<file path="src/rtl/sys_array_scheduler.sv">
// sys_array_scheduler: round-robin arbiter sequencing one shared fetcher through load/start/wait with timeout
module sys_array_scheduler #(
  parameter int N_REQ   = 4,
  parameter int SEL_W   = $clog2(N_REQ),
  parameter int SETTLE  = 2,
  parameter int TIMEOUT = 1024,
  parameter int CNT_W   = 16
) (
  input  logic             clk,
  input  logic             reset_n,
  input  logic [N_REQ-1:0] req,
  output logic [N_REQ-1:0] grant,
  output logic [SEL_W-1:0] sel,
  output logic             busy,
  output logic             weights_load,
  output logic             start_comp,
  input  logic             ready,
  output logic [N_REQ-1:0] done,
  output logic             err,
  output logic [CNT_W-1:0] cycles
);
  typedef enum logic [2:0] {S_IDLE, S_LOAD, S_START, S_SETTLE, S_WAIT, S_DONE} state_t;
  state_t state;
  logic [SEL_W-1:0] prio, pick;
  logic [SEL_W:0] idx;
  logic found;
  logic [CNT_W-1:0] cnt;
  // first requesting index at or after prio, wrapping
  always_comb begin
    pick = prio;
    found = 1'b0;
    idx = '0;
    for (int i = 0; i < N_REQ; i++) begin
      idx = {1'b0, prio} + (SEL_W+1)'(i);
      idx = idx >= (SEL_W+1)'(N_REQ) ? idx - (SEL_W+1)'(N_REQ) : idx;
      if (!found && req[idx[SEL_W-1:0]]) begin
        found = 1'b1;
        pick = idx[SEL_W-1:0];
      end
    end
  end
  always_ff @(posedge clk or negedge reset_n) begin
    if (!reset_n) begin
      state <= S_IDLE;
      prio <= '0;
      cnt <= '0;
      grant <= '0;
      sel <= '0;
      busy <= 1'b0;
      weights_load <= 1'b0;
      start_comp <= 1'b0;
      done <= '0;
      err <= 1'b0;
      cycles <= '0;
    end else begin
      weights_load <= 1'b0;
      start_comp <= 1'b0;
      done <= '0;
      err <= 1'b0;
      case (state)
        S_IDLE: if (found) begin
          state <= S_LOAD;
          grant <= N_REQ'(1) << pick;
          sel <= pick;
          busy <= 1'b1;
          weights_load <= 1'b1;
        end
        S_LOAD: begin
          state <= S_START;
          start_comp <= 1'b1;
        end
        S_START: begin
          state <= S_SETTLE;
          cnt <= '0;
        end
        S_SETTLE: begin
          state <= cnt == CNT_W'(SETTLE-1) ? S_WAIT : S_SETTLE;
          cnt <= cnt == CNT_W'(SETTLE-1) ? '0 : cnt + 1'b1;
        end
        S_WAIT: if (ready || cnt == CNT_W'(TIMEOUT-1)) begin
          state <= S_DONE;
          done <= grant;
          err <= !ready;
          cycles <= cnt;
        end else begin
          cnt <= cnt + 1'b1;
        end
        S_DONE: begin
          state <= S_IDLE;
          grant <= '0;
          busy <= 1'b0;
          prio <= sel == SEL_W'(N_REQ-1) ? '0 : sel + 1'b1;
        end
        default: state <= S_IDLE;
      endcase
    end
  end
endmodule

</file>
<file path="config.mk">
export PLATFORM = sky130hd
export DESIGN_NAME = sys_array_scheduler
export DESIGN_NICKNAME = d
export VERILOG_FILES = /design/src/rtl/sys_array_scheduler.sv
export SDC_FILE = /design/constraint.sdc
export NUM_CORES = 1
export LEC_CHECK = 0
export ABC_AREA = 1
export CORE_ASPECT_RATIO = 1.1
export CORE_MARGIN = 3
export CORE_UTILIZATION = 55
export CTS_BUF_LIST = sky130_fd_sc_hd__clkbuf_2 sky130_fd_sc_hd__clkbuf_4 sky130_fd_sc_hd__clkbuf_8
export CTS_CLUSTER_SIZE = 12
export DETAILED_ROUTE_END_ITERATION = 10
export PLACE_DENSITY_LB_ADDON = 0.15
export SYNTH_ARGS = -nofsm -noshare
export SYNTH_HDL_FRONTEND = slang
export SYNTH_SLANG_ARGS = --single-unit
</file>
<file path="constraint.sdc">
create_clock -name clk -period 1.7 [get_ports clk]
set_input_delay 0.17 -clock clk [delete_from_list [all_inputs] [get_ports clk]]
set_output_delay 0.17 -clock clk [all_outputs]
set_load 0.05 [all_outputs]
</file>
After elaboration in Yosys (flattened, before gate mapping):

Index checks and enable logic that the tools add are counted.

* register bits after elaboration: 51
* word-level logic and storage cells: 95
* input bits: 7
* output and inout bits: 30

* shifts and indexed selects: 1
* add/sub/neg operators: 9
* muxes and demuxes: 39
* order comparisons: 8
* equality and inequality tests: 11
* reductions and logical operators: 16

Operator list (count)
* 16-bit one-hot mux with 3 select lines: 1
* 16-bit 2-to-1 mux: 2
* 2-bit 2-to-1 mux: 9
* 16-bit by 1-bit adder with 16-bit output, second input constant: 1
* 16-bit by 1-bit equality test with 1-bit output, second input constant: 1
* 16-bit by 10-bit equality test with 1-bit output, second input constant: 1
* 3-bit one-hot mux with 5 select lines: 1
* 1-bit 2-to-1 mux: 14
* 2-bit by 3-bit < comparator with 1-bit output, second input constant: 4
* 4-bit 2-to-1 mux: 3
* 2-bit AND reduction: 5
* 3-bit >= comparator, second input constant: 3
* 3-bit 2-to-1 mux: 3
* 1-bit binary-select mux with 2-bit select: 4
* 4-bit one-hot mux with 2 select lines: 1
* 2-bit by 1-bit subtractor with 2-bit output, second input constant: 4
* 2-bit by 2-bit adder with 3-bit output, second input constant: 2
* 3-bit by 2-bit equality test with 1-bit output, second input constant: 2
* 3-bit equality test, second input constant: 2
* 2-bit != test, second input constant: 3
* 1-bit zero test: 4
* 1-bit by 2-bit << shifter with 4-bit output, first input constant: 1
* 2-bit by 1-bit adder with 3-bit output, second input constant: 1
* 3-bit by 1-bit equality test with 1-bit output, second input constant: 1
* other kinds (9): 11

Logic depth before layout (Yosys ltp):

* depth after elaboration: 17
* gate-level depth with buffers: 15

Worst setup path before layout:

Ideal clock, no wire load.

* path type: flip-flop to flip-flop
* from: reg cnt[0]
* to: reg cycles[3]
* period minus slack after synthesis: 1.606 ns
* stages on the path, launching flop included: 12
* required time: 1.571 ns
* setup time: 0.129 ns
* path slack: 0.094 ns
* arrival: 1.477 ns
* path buffers: 1
* path through: dfrtp_1 -> ha_1 -> inv_1 -> nor3_4 -> nand2_1 -> inv_1 -> nand2_1 -> nand2_2 -> nand2_4 -> buf_2 -> nand2_1 -> o21ai_0

* longest elaborated chain between the ends: 3

RTL lines
* start, declared: line 27 `logic [CNT_W-1:0] cnt;`
* start signal, assigned: line 78 `cnt <= cnt == CNT_W'(SETTLE-1) ? '0 : cnt + 1'b1;`
* start signal, assigned: line 86 `cnt <= cnt + 1'b1;`
* 16-bit by 10-bit equality test with 1-bit output: line 80 `S_WAIT: if (ready || cnt == CNT_W'(TIMEOUT-1)) begin`
* 1-bit logical OR: line 80
* 2-bit AND reduction (no source line)
* end signal, assigned: line 84 `cycles <= cnt;`
* end, declared: line 20 `output logic [CNT_W-1:0] cycles`

No other way between the ends.
A chain may end at the register's enable or synchronous reset.

Worst setup path after layout:

* from: reg prio[0]
* to: reg grant[3]

* longest elaborated chain between the ends: 17

RTL lines
* start, declared: line 24 `logic [SEL_W-1:0] prio, pick;`
* start signal, assigned: line 92 `prio <= sel == SEL_W'(N_REQ-1) ? '0 : sel + 1'b1;`
* parallel branches: the longest is 17 deep, another holds 2-bit by 1-bit adder with 3-bit output
* end signal, assigned: line 63 `grant <= N_REQ'(1) << pick;`
* end, declared: line 12 `output logic [N_REQ-1:0] grant,`

Several ways; the timed one is not identified. The select of a mux whose other input is x is not followed.

==> impl_metrics.yaml <==
place:
  place_area_mm2: 0.003267
  pre_cts_slack_ns: -0.1313
  portBuffers: 36
  placedCellCount: 444
  place.gp.congestion: 0.8962
  dpl.hpwl_um: 4440
critical_path:
  cp-end-kind: "flop"
  r2r_start: "prio[0]"
  critical_path_class: "reg2reg"
  crit_fanout: 6
  cp.required_ns: 1.91
  startpoint: "prio[0]"
  startpoint_type: "flop"
  arrival_ns: 1.92
floorplan:
  die_area_mm2: 0.005893
  die_w_um: 73.47
  rows: 26
  start_util_pct: 57.98
  io_pins: 37
  core_area_mm2: 0.004750
  dieHeight_um: 80.22
logic_synthesis:
  seq_area_frac_synth_pct: 46.34
  ys_top_cells_by_count: "nand2_1, dfrtp_1, inv_1"
  synthFlopType: "dfrtp_1"
  netlist_area_mm2: 0.002754
  synth_most_common_cell: "nand2_1"
  ys_ff_latch: 51
  yosysTopAreaCellShare_pct: 46.34
  ys_warn_count: 0
  yosys.cell_types.count: 29
  synth_nets: 350
  synth.top_cells.by_area: "dfrtp_1, nand2_1, o21ai_1"
  synthArstFlopShare_pct: 100.0
  yosys.area.top_type: "dfrtp_1"
  syn_avg_cell_area_um2: 8.100
  synth-edff-count: 0
  synthCells: 340
detailed_routing:
  routed_wl_um: 6581
  wire_per_inst_um: 14.28
  drt-pass1-iter-count: 4
  drtIter0Drc: 93
  vias_per_cell: 5.356
  antenna_left: 0
  drc: 0
  vias: 2469
sta:
  period_minus_slack_ns: 1.711
  fin_crit_sh_pct: 100.7
  setup_viol: 1
  worst_slack_ns: -0.01116
  hold_slack_ns: 0.3738
  fmax_mhz: 584.4
  relSlewSlack_pct: 63.57
  finClkSkew_ns: 0.009593
  setup_tns_ns: -0.01116
  tightest_slew_ns: 0.5465
  slew_viol_final: 0
  rsz0062_at_grt: "true"
  hold_viol_final: 0
cts:
  numCtsBuffers: 5
  clk_pin_slew_worst_paths_ns: 0.10
  cts_root_buf: "clkbuf_8"
  cts.path.max_buffers: 2
  insertion_delay_ns: 0.31
  cts_sinks: 51
  htreeDepth: 2
  cts_tree: "built"
grt:
  grt_pass1_vias: 2275
  overflow: 0
  gr-max-usage-layer: "met2"
  grt.total_usage_pct: 22.76
  grt_antenna_before_repair: 0
  grt_max_degree: 37
  grt_pass1_wl_um: 10380
  grtUsageMet1_pct: 27.85
  met2_usage_pct: 38.56
  gr-usage-met3_pct: 3.755
power:
  p_seq_share_pct: 28.0
  swShare_pct: 46.48
  pwr-share-comb_pct: 56.2
  p_int_mw: 2.984
  p_switching_mw: 2.591
  peakVddDrop_mv: 0.8742
  p_leak_nw: 1.783
  powerDensity_mw_per_mm2: 1526
  p_clk_share_pct: 15.7
status:
  violations: "setup timing"
  status: "finished with violations"
final_layout:
  fill_cells: 335
  final_cells: 461
  fin_nets: 414
  antennaDiodeCount: 0
  area_growth_pct: 32.62
  drive_above_1_share_pct: 29.88
  stdcell_area_mm2: 0.003652
min_path:
  min_path_type: "in2async"
flow_run:
  max-cap-violations: 0
## worst paths after layout
| path | slack (ns) | endpoint | cells after the start |
|---|---|---|---|
| hold reg to reg | 0.49 | busy | 2 |
| setup reg to reg | -0.01 | grant[3] | 13 |
| min in group clk | 0.45 | err | 2 |
| max in group asynchronous | 0.78 | prio[0] | 3 |
| setup / recovery | -0.01 | grant[3] | 13 |
| hold / removal | 0.37 | cnt[2] | 2 |
## metrics by stage
step	utilization, %	power, mW
floorplan	-	3.559
global placement	68.78	4.240
detailed placement	68.78	4.293
CTS	72.15	5.251
global route	76.90	5.924
finish	76.90	5.575
## power by group through the flow
| stage | combinational, mW | clock [mW] | sequential (mW) |
|---|---|---|---|
| 4_1_cts | 2.81 | 0.878 | 1.56 |
| 3_5_place_dp | 2.70 | 0 | 1.59 |
| 3_3_place_gp | 2.66 | 0 | 1.58 |
| 5_1_grt | 3.41 | 0.932 | 1.58 |
| 6_report | 3.14 | 0.875 | 1.56 |
| 2_1_floorplan | 1.65 | 0 | 1.91 |
## routing by layer
| metal | vias up | part of all wire, % |
|---|---|---|
| li1 | 1229 | - |
| met1 | 1162 | 42 |
| met2 | 61 | 52 |
| met3 | 17 | 3.9 |
| met4 | 0 | 2.6 |
| met5 | - | 0 |
## layout make-up
cell class                 instances  area (um2)  area share [%]
clock buffer                       5       68.82           1.884
sequential                        51        1279           35.01
multi-input combinational        243        1411           38.64
clock inverter                     3       47.55           1.302
timing repair buffer              65       628.1           17.20
tap                               56       70.07           1.918
inverter                          38       147.6           4.042
## cells by family (layout without fill, tap and decap cells)
family                     count (synthesis)  in the layout  synth area share [%]
adders and majority gates                  3              3                 1.363
AOI/OAI and AO/OA                         60             60                 12.68
and+or+nand+nor                          167            167                 27.85
DFF                                       51             51                 46.34
buffers and inverters                     46            111                 7.632
xor gates and xnor gates                  13             13                 4.135
## worst max-delay path: stages (launching register included)
cell	delay, ns
dfrtp_2	0.47
buf_6	0.14
nand2_2	0.06
nand2_2	0.07
nand2_2	0.09
nand2_4	0.06
nor2_4	0.14
nand2_2	0.09
o21ai_4	0.21
inv_4	0.07
nand2_4	0.08
inv_2	0.04
nand2_2	0.06
o21ai_2	0.05
## sequential cells by signal, summed over array words and instances (netlist names)
name and flops:
weights_load 1, done 4, err 1, state 3
prio 2, grant 4, sel 2, start_comp 1
cycles 16, busy 1, cnt 16
## timing repair
item / in CTS / in global routing
setup buffers: 2 / 5
pin swaps: 2 / 14
gates resized for setup: 7 / 56
hold buffers: 1 / 0
endpoints found under the hold margin: 22 / 0
setup endpoints to repair: 13 / 48
cloned: 0 / 1
## cell usage in the layout (no fill, tap or decap), types with 9 or more instances in the layout
cell / n
nand3_1: 12
nand2_2: 30
dfrtp_1: 49
inv_1: 27
o21ai_1: 23
xor2_1: 13
buf_4: 31
a21oi_1: 16
nor2_1: 15
clkdlybuf4s50_1: 17
inv_2: 9
nand2_1: 74
No activity file was read; power rests on OpenSTA's default activity.
